<file path="config.mk">
export PLATFORM = sky130hd
export DESIGN_NAME = rpn_sequencer_flat
export DESIGN_NICKNAME = d
export VERILOG_FILES = /design/src/rtl/rpn_sequencer_if.sv /design/src/rtl/rpn_sequencer.sv /design/src/flat_wrapper.sv
export SDC_FILE = /design/constraint.sdc
export NUM_CORES = 1
export LEC_CHECK = 0
export ABC_AREA = 1
export CAP_MARGIN = 10
export CORE_MARGIN = 2
export CORE_UTILIZATION = 47
export CTS_CLUSTER_SIZE = 24
export DETAILED_ROUTE_END_ITERATION = 7
export PLACE_DENSITY = 0.81
export SKIP_CTS_REPAIR_TIMING = 1
export SLEW_MARGIN = 20
export SYNTH_ARGS = -nofsm -noshare
export SYNTH_HDL_FRONTEND = slang
export SYNTH_SLANG_ARGS = --single-unit
</file>
<file path="constraint.sdc">
create_clock -name Clk -period 1.9 [get_ports Clk]
set_input_delay 0.475 -clock Clk [delete_from_list [all_inputs] [get_ports Clk]]
set_output_delay 0.475 -clock Clk [all_outputs]
set_load 0.03 [all_outputs]
</file>
<file path="src/rtl/rpn_sequencer_if.sv">
// rpn_sequencer_if
// Command-side bundle of the RPN sequencer.
//   Cmd_Valid/Cmd_Ready  : command handshake (accept on Valid & Ready at a rising edge)
//   Cmd_Op[2:0]          : 0 NOP, 1 PUSH, 2 POP, 3 ADD, 4 SUB, 5 AND, 6 XOR, 7 DUP
//   Cmd_Imm[3:0]         : immediate for PUSH
//   Result[3:0]          : last computed, pushed or popped value
//   Result_Valid         : one-cycle pulse when Result updates
//   Error                : one-cycle pulse on a rejected command or flag inconsistency
//   Depth[3:0]           : shadow stack occupancy 0..8
// master = command issuer, slave = sequencer.
interface rpn_sequencer_if;
  logic       Cmd_Valid;
  logic       Cmd_Ready;
  logic [2:0] Cmd_Op;
  logic [3:0] Cmd_Imm;
  logic [3:0] Result;
  logic       Result_Valid;
  logic       Error;
  logic [3:0] Depth;

  modport master (
    output Cmd_Valid, Cmd_Op, Cmd_Imm,
    input  Cmd_Ready, Result, Result_Valid, Error, Depth
  );

  modport slave (
    input  Cmd_Valid, Cmd_Op, Cmd_Imm,
    output Cmd_Ready, Result, Result_Valid, Error, Depth
  );
endinterface

</file>
<file path="src/rtl/rpn_sequencer.sv">
// rpn_sequencer
// Drives a 4-bit x 8-deep LIFO stack as a reverse-Polish evaluator.
// Ports:
//   Clk, Rst      : clock (rising edge), synchronous active-high reset
//   cmd           : rpn_sequencer_if.slave command/result bundle
//   Stk_Data_In   : data to stack (valid while Stk_Push)
//   Stk_Push      : push strobe to stack
//   Stk_Pop       : pop strobe to stack
//   Stk_Data_Out  : stack popped data, valid the cycle after Stk_Pop
//   Stk_Full      : stack full flag
//   Stk_Empty     : stack empty flag
module rpn_sequencer (
  input  logic             Clk,
  input  logic             Rst,
  rpn_sequencer_if.slave   cmd,
  output logic [3:0]       Stk_Data_In,
  output logic             Stk_Push,
  output logic             Stk_Pop,
  input  logic [3:0]       Stk_Data_Out,
  input  logic             Stk_Full,
  input  logic             Stk_Empty
);

  typedef enum logic [2:0] {
    S_IDLE, S_POP1, S_POP2, S_CALC, S_PUSH1, S_PUSH2
  } state_t;

  typedef enum logic [2:0] {
    OP_NOP, OP_PUSH, OP_POP, OP_ADD, OP_SUB, OP_AND, OP_XOR, OP_DUP
  } op_t;

  state_t     state_q;
  op_t        op_q;
  op_t        cmd_op;
  logic [3:0] a_q;
  logic [3:0] depth_q;
  logic [3:0] result_q;
  logic       result_valid_q;
  logic       error_q;
  logic [3:0] stk_data_in_q;
  logic       stk_push_q;
  logic       stk_pop_q;

  logic       legal_d;
  logic       binary_q;
  logic       flags_bad_d;
  logic [3:0] alu_d;

  assign cmd_op = op_t'(cmd.Cmd_Op);

  // Legality of the offered command against the shadow depth.
  always_comb begin
    legal_d = 1'b1;
    unique case (cmd_op)
      OP_PUSH:                        legal_d = (depth_q <= 4'd7);
      OP_POP:                         legal_d = (depth_q >= 4'd1);
      OP_ADD, OP_SUB, OP_AND, OP_XOR: legal_d = (depth_q >= 4'd2);
      OP_DUP:                         legal_d = (depth_q >= 4'd1) && (depth_q <= 4'd7);
      default:                        legal_d = 1'b1;
    endcase
  end

  assign binary_q    = (op_q == OP_ADD) || (op_q == OP_SUB) ||
                       (op_q == OP_AND) || (op_q == OP_XOR);
  assign flags_bad_d = ((depth_q == 4'd0) != Stk_Empty) ||
                       ((depth_q == 4'd8) != Stk_Full);

  // In CALC the stack output holds B (next) for binary ops, or the
  // single popped value for POP/DUP, which passes through unchanged.
  always_comb begin
    alu_d = Stk_Data_Out;
    unique case (op_q)
      OP_ADD:  alu_d = Stk_Data_Out + a_q;
      OP_SUB:  alu_d = Stk_Data_Out - a_q;
      OP_AND:  alu_d = Stk_Data_Out & a_q;
      OP_XOR:  alu_d = Stk_Data_Out ^ a_q;
      default: alu_d = Stk_Data_Out;
    endcase
  end

  always_ff @(posedge Clk) begin
    if (Rst) begin
      state_q        <= S_IDLE;
      op_q           <= OP_NOP;
      a_q            <= '0;
      depth_q        <= '0;
      result_q       <= '0;
      result_valid_q <= 1'b0;
      error_q        <= 1'b0;
      stk_data_in_q  <= '0;
      stk_push_q     <= 1'b0;
      stk_pop_q      <= 1'b0;
    end else begin
      result_valid_q <= 1'b0;
      error_q        <= 1'b0;
      stk_push_q     <= 1'b0;
      stk_pop_q      <= 1'b0;
      unique case (state_q)
        S_IDLE: begin
          if (flags_bad_d) error_q <= 1'b1;
          if (cmd.Cmd_Valid) begin
            op_q <= cmd_op;
            if (!legal_d) begin
              error_q <= 1'b1;
            end else begin
              unique case (cmd_op)
                OP_PUSH: begin
                  state_q       <= S_PUSH1;
                  stk_push_q    <= 1'b1;
                  stk_data_in_q <= cmd.Cmd_Imm;
                end
                OP_NOP: ;
                default: begin
                  state_q   <= S_POP1;
                  stk_pop_q <= 1'b1;
                end
              endcase
            end
          end
        end
        S_POP1: begin
          depth_q <= depth_q - 4'd1;
          if (binary_q) begin
            state_q   <= S_POP2;
            stk_pop_q <= 1'b1;
          end else begin
            state_q <= S_CALC;
          end
        end
        S_POP2: begin
          depth_q <= depth_q - 4'd1;
          a_q     <= Stk_Data_Out;
          state_q <= S_CALC;
        end
        S_CALC: begin
          if (op_q == OP_POP) begin
            result_q       <= Stk_Data_Out;
            result_valid_q <= 1'b1;
            state_q        <= S_IDLE;
          end else begin
            stk_data_in_q <= alu_d;
            stk_push_q    <= 1'b1;
            state_q       <= S_PUSH1;
          end
        end
        S_PUSH1: begin
          depth_q <= depth_q + 4'd1;
          if (op_q == OP_DUP) begin
            stk_push_q <= 1'b1;
            state_q    <= S_PUSH2;
          end else begin
            result_q       <= stk_data_in_q;
            result_valid_q <= 1'b1;
            state_q        <= S_IDLE;
          end
        end
        S_PUSH2: begin
          depth_q        <= depth_q + 4'd1;
          result_q       <= stk_data_in_q;
          result_valid_q <= 1'b1;
          state_q        <= S_IDLE;
        end
        default: state_q <= S_IDLE;
      endcase
    end
  end

  assign cmd.Cmd_Ready    = (state_q == S_IDLE);
  assign cmd.Result       = result_q;
  assign cmd.Result_Valid = result_valid_q;
  assign cmd.Error        = error_q;
  assign cmd.Depth        = depth_q;
  assign Stk_Data_In      = stk_data_in_q;
  assign Stk_Push         = stk_push_q;
  assign Stk_Pop          = stk_pop_q;

endmodule

</file>
<file path="src/flat_wrapper.sv">
// flat-port wrapper written by rule: the top's interface ports become plain ports
module rpn_sequencer_flat 
  (Clk, Rst, Stk_Data_In, Stk_Push, Stk_Pop, Stk_Data_Out, Stk_Full, Stk_Empty, cmd_Cmd_Valid, cmd_Cmd_Op, cmd_Cmd_Imm, cmd_Cmd_Ready, cmd_Result, cmd_Result_Valid, cmd_Error, cmd_Depth);
  rpn_sequencer_if cmd_i ();
  input  logic Clk;
  input  logic Rst;
  output logic [3:0] Stk_Data_In;
  output logic Stk_Push;
  output logic Stk_Pop;
  input  logic [3:0] Stk_Data_Out;
  input  logic Stk_Full;
  input  logic Stk_Empty;
  input wire logic [$bits(cmd_i.Cmd_Valid)-1:0] cmd_Cmd_Valid;
  input wire logic [$bits(cmd_i.Cmd_Op)-1:0] cmd_Cmd_Op;
  input wire logic [$bits(cmd_i.Cmd_Imm)-1:0] cmd_Cmd_Imm;
  output wire logic [$bits(cmd_i.Cmd_Ready)-1:0] cmd_Cmd_Ready;
  output wire logic [$bits(cmd_i.Result)-1:0] cmd_Result;
  output wire logic [$bits(cmd_i.Result_Valid)-1:0] cmd_Result_Valid;
  output wire logic [$bits(cmd_i.Error)-1:0] cmd_Error;
  output wire logic [$bits(cmd_i.Depth)-1:0] cmd_Depth;
  assign cmd_i.Cmd_Valid = cmd_Cmd_Valid;
  assign cmd_i.Cmd_Op = cmd_Cmd_Op;
  assign cmd_i.Cmd_Imm = cmd_Cmd_Imm;
  assign cmd_Cmd_Ready = cmd_i.Cmd_Ready;
  assign cmd_Result = cmd_i.Result;
  assign cmd_Result_Valid = cmd_i.Result_Valid;
  assign cmd_Error = cmd_i.Error;
  assign cmd_Depth = cmd_i.Depth;
  rpn_sequencer u_core (.Clk(Clk), .Rst(Rst), .cmd(cmd_i), .Stk_Data_In(Stk_Data_In), .Stk_Push(Stk_Push), .Stk_Pop(Stk_Pop), .Stk_Data_Out(Stk_Data_Out), .Stk_Full(Stk_Full), .Stk_Empty(Stk_Empty));
endmodule
</file>
# Word-level counts from Yosys, hierarchy flattened
# Index checks and enable logic that the tools add are counted.
# Widths: inputs -> output; s select.
[totals] reg_bits=26 latchBits=0 ram_bits=0 romBits=0 input_bits=16 wordCells=103 mem_count=0
[op_classes] add_sub_neg=4 mul=0 div=0 order_cmp=3 eq_ne=28 n_shift=0 mux=35 n_bitwise=3 reduce_logical=20
[op_table] operator="$eq 3x3->1 const B" n=10
[op_table] operator="$mux 4" n=6
[op_table] operator="$eq 3x2->1 const B" n=6
[op_table] operator="$pmux 4 s2" n=2
[op_table] operator="$pmux 4 s4" n=1
[op_table] operator="$mux 1" n=15
[op_table] operator="$pmux 3 s5" n=1
[op_table] operator="$mux 3" n=4
[op_table] operator="$pmux 4 s3" n=1
[op_table] operator="$ne 2x2->1 const B" n=4
[op_table] operator="$reduce_or 2->1" n=4
[op_table] operator="$eq 3x1->1 const B" n=2
[op_table] operator="$logic_not 3->1" n=2
[op_table] operator="$ne 2x1->1 const B" n=3
[op_table] operator="$pmux 1 s3" n=2
[op_table] operator="$pmux 3 s2" n=1
[op_table] operator="$reduce_and 3->1" n=2
[op_table] operator="$reduce_and 5->1" n=1
[op_table] operator="$add 4x1->4 const B" n=1
[op_table] operator="$add 4x4->4" n=1
[op_table] operator="$and 4x4->4" n=1
[op_table] operator="$eq 4x4->1 const B" n=1
[op_table] operator="$ge 4x1->1 const B" n=1
[op_table] operator="$ge 4x2->1 const B" n=1
[op_table] operator="other kinds (15)" n=20

# Longest topological paths before layout
[depth] depth_word=6 depth_mapped=15

# Least setup slack after synthesis
# No wires, ideal clock.
[synth_timing] path_kind="reg-to-reg" start="register u_core.a_q[0]" end="register u_core.stk_data_in_q[2] (netlist: u_core.Stk_Data_In[2])" setup_ns=0.122 arrival_time_ns=1.794 t_required_ns=1.778 path_slack_ns=-0.016 path_stages_with_launch=12 n_path_buf=0 synth_period_minus_slack_ns=1.916 cell_sequence="dfxtp_1 -> inv_1 -> ha_1 -> nand2_1 -> o21ai_0 -> fa_1 -> xor2_1 -> a21oi_1 -> nor2_1 -> nand2_1 -> a21boi_0 -> a21oi_1"
[synth_via] elab_chain_len=4 word_cells_on_any_way=5 classes_between="add/sub (2); mux (3)"
[synth_rtl] element="start, declared" line="rpn_sequencer.sv:35" text="logic [3:0] a_q;"
[synth_rtl] element="start signal, assigned" line="rpn_sequencer.sv:132" text="a_q <= Stk_Data_Out;"
[synth_rtl] element="$sub 4x4->4 / $add 4x4->4 (equally long branches)" line="rpn_sequencer.sv:74, rpn_sequencer.sv:73"
[synth_rtl] element="$pmux 4 s4 (*)" line="rpn_sequencer.sv:72" text="unique case (op_q)"
[synth_rtl] element="$mux 4 (*)" line="rpn_sequencer.sv:136" text="if (op_q == OP_POP) begin"
[synth_rtl] element="$pmux 4 s2 (*)" line="rpn_sequencer.sv:98" text="unique case (state_q)"
[synth_rtl] element="end signal, assigned" line="rpn_sequencer.sv:110" text="stk_data_in_q <= cmd.Cmd_Imm;"
[synth_rtl] element="end signal, assigned" line="rpn_sequencer.sv:141" text="stk_data_in_q <= alu_d;"
[synth_rtl] element="end, declared" line="rpn_sequencer.sv:40" text="logic [3:0] stk_data_in_q;"
# Mark *: on every way between the ends. The rest lies on a longest branch, timed or not. The select of a mux whose other input is x is not followed.
# A chain may end at the register's enable or synchronous reset.

# Worst setup path in the final report
[layout_timing] start="register u_core.a_q[1]" end="register u_core.stk_data_in_q[2] (netlist: u_core.Stk_Data_In[2])"
# The elaborated chain is that of the path after synthesis.

==> run summary <==
status: finished, final reports clean
DRC: 0
Pint: 1.73 mW
Clock power frac: 0.145
NetSw: 1.52 mW
minimum clock period: 1.89 ns
Crit Path Max Fanout: 3
initial antenna violation count: 0
Synth Area per Inst: 6.87 sq um
switching share of total power: 0.468
proportion of synthesized area in mux cells: 0
post-DR vias/cell: 5.24
largest net degree at the start of global routing: 18
Mapped Cells: 265
Buf+Inv Stages, Crit Path: 1
RSZ-0062 raised after global routing: yes
simple-gate portion of the synthesized area: 0.315
top area cells in the synthesized netlist: dfxtp_1 29%, nand2_1 12%, ha_1 8.2%, inv_1 6.2%, a21oi_1 5.5%
area leader, netlist: dfxtp_1
CTS tree: built
post-synthesis adder-cell area fraction: 0.0934
Critical Path AT: 2.06 ns
Final Total Pwr: 3.25 mW
Global Route Usage Sum: 0.212
Hold EP: u_core.a_q[0]
Final WS setup: 0.0103 ns
CP delay by family, top: adder cells
area growth from synthesis to layout: 34.1%
fin crit share: 0.995
final WL: 4500 um
first-pass GRT wire length: 7360 um
Post-Syn Area: 1820 sq um
pre-CTS setup slack: -0.408 ns
Reg clk slew, reported paths: 0.10 ns
crit path cell chain: inv_2 -> ha_4 -> a31oi_4 -> xor2_1 -> ha_1 -> xor2_1 -> a21oi_1 -> nor2_1 -> nand2_1 -> a21boi_1 -> a21oi_1
Final nets: 342
xor/xnor cell area share of the yosys netlist: 0.00962
fmax: 529 MHz
Worst-Margin Slew: 0.324 ns
Final Hold Fails: 0
clock sinks: 26
most common cell after layout, fill and taps aside: nand2_1
core box area: 3690 sq um
Slew Limit Fails: 0
RR Startpoint: u_core.a_q[1]
largest family of logic cells by synthesized area: simple AND/OR/NAND/NOR gates
Top Ports: 33
Max-Cap Viols: 0
RR Endpoint: u_core.Stk_Data_In[2]
Comb power frac: 0.601
deepest clock path buffer count: 2
Core Util, Final: 0.662
synthesized flop and latch total: 26
post-route ant nets: 0
DP HPWL: 3360 um
ant diodes: 0
Yosys cell types: 35
Synth Area in Compound Gates: 0.192
Slew headroom: 0.783
Sequential Power Share: 0.254
R2R cell count: 11
row cnt: 22
most frequent cells in the layout: 57 x nand2_1, 27 x inv_1, 25 x clkdlybuf4s50_1
Max stage delay on crit path: 0.36 ns
Buffers on Ports: 32
GPL Wtd Cong: 0.849
CP Data Required Time: 2.07 ns
hold slack: 0.501 ns
Clock Root Buffer: clkbuf_8
worst-path cell with the longest stage delay: dfxtp_2
DRT iter0 DRCs: 77
Worst-Skew Late Latency: 0.27 ns
placed instance count: 356
Final Non-Filler Cells: 360
Via Count: 1887
drt pass-1 iters: 4
Leak: 1.17 nW
post-synth top area share: 0.286
Die Height: 66.3 um
Setup CP Type: register to register
Hold Crit Class: register to register
Synth Net Count: 294
startpoint class of the critical path: register
Peak VDD IR: 746 uV
Starting Density: 0.494
die area: 4390 sq um
Clock Skew: 0.00295 ns
post-synthesis sequential area ratio: 0.286
R2R setup slack: 0.01 ns
Die W: 66.3 um
Power per Cell Area: 1330 nW/um^2
warnings from Yosys: 0
Hold Startpoint: u_core.a_q[0]
layout cell share with drive strength beyond 1: 0.221
WL/cell: 12.5 um
WHS Path Cells: 2
Final setup viols: 0
Num CTS Buffers: 3
GR Overflow Total: 0
htree depth: 1
vias in the first global route: 1745
Worst Setup End Kind: register
per-stage QoR:
stage | cell area, sq um | TNS [ns]
2_1_floorplan | 1820 | 0
3_3_place_gp | 2280 | -0.663
3_5_place_dp | 2280 | -0.816
4_1_cts | 2350 | -0.178
5_1_grt | 2440 | -0.113
6_report | 2440 | 0
how the worst max path moves through the flow:
| stage | start | end | cells past startpoint |
|---|---|---|---|
| after floorplan | u_core.a_q[0] | u_core.Stk_Data_In[2] | 11 |
| after global placement | Stk_Data_Out[0] | u_core.Stk_Data_In[2] | 10 |
| after detailed placement | Stk_Data_Out[0] | u_core.Stk_Data_In[2] | 10 |
| after CTS | Stk_Data_Out[0] | u_core.Stk_Data_In[2] | 10 |
| after global routing | u_core.a_q[1] | u_core.Stk_Data_In[2] | 11 |
| final | u_core.a_q[1] | u_core.Stk_Data_In[2] | 11 |
worst min-delay path, cell delays in order, from the launching register on:
cell     delay, ns
dfxtp_2       0.34
inv_2         0.07
a21oi_1       0.06
cell usage after synthesis:
library cell	number
xor2_1	2
buf_4	2
nand2_4	3
fa_1	1
nand3_1	13
a311oi_1	1
nand3b_1	2
a31oi_1	5
o31ai_1	1
a21boi_0	2
inv_1	30
nand2_2	6
o21ai_1	10
clkinv_2	1
o211ai_2	1
nor2_2	5
a21oi_1	20
buf_6	1
nor3_1	1
o211ai_1	1
nor2_1	22
a21oi_2	2
buf_2	2
o22ai_1	1
dfxtp_1	26
nand3_2	4
a211oi_2	1
inv_2	10
nor2_8	1
o21ai_0	10
a211oi_1	4
ha_1	12
nand2_1	58
or2_0	1
nand4_1	3
power groups by stage:
stage / registers, mW / logic [mW] / clock network, mW
floorplan: 0.930 / 1.18 / 0
global placement: 0.816 / 1.75 / 0
detailed placement: 0.821 / 1.81 / 0
CTS: 0.810 / 1.82 / 0.481
global route: 0.844 / 2.18 / 0.489
finish: 0.826 / 1.95 / 0.471
state kept, by name, indices dropped and copies added (netlist names):
name,count
u_core.state_q,3
u_core.Stk_Pop,1
u_core.a_q,4
u_core.op_q,3
u_core.cmd.Result,4
u_core.Stk_Push,1
u_core.Stk_Data_In,4
u_core.cmd.Error,1
u_core.cmd.Result_Valid,1
u_core.cmd.Depth,4
logic make-up after synthesis:
kind of cell | after synthesis
simple gates | 119
compound gates | 59
buf+inv | 46
flops | 26
fa+ha+maj | 13
xor+xnor | 2
final cells by class:
| cell class | count | area (sq um) |
|---|---|---|
| Timing Repair Buffer | 48 | 453 |
| Tap cell | 48 | 60.1 |
| Inverter | 41 | 158 |
| Clock buffer | 3 | 41.3 |
| Multi-Input combinational cell | 193 | 1180 |
| Sequential cell | 26 | 524 |
| Fill cell | 331 | 1250 |
| Clock inverter | 1 | 30.0 |
routing by layer:
layer  vias to the layer above  share of wire  global-route usage  routed length (um)
met5                         -              0                   0                   0
met3                         6          0.049              0.0256                 222
met2                        50           0.49               0.385                2210
met4                         0          0.011              0.0485                  48
met1                       872           0.45               0.264                2020
li1                        959              -                   -                   -
(Power assumes the default switching activity.)
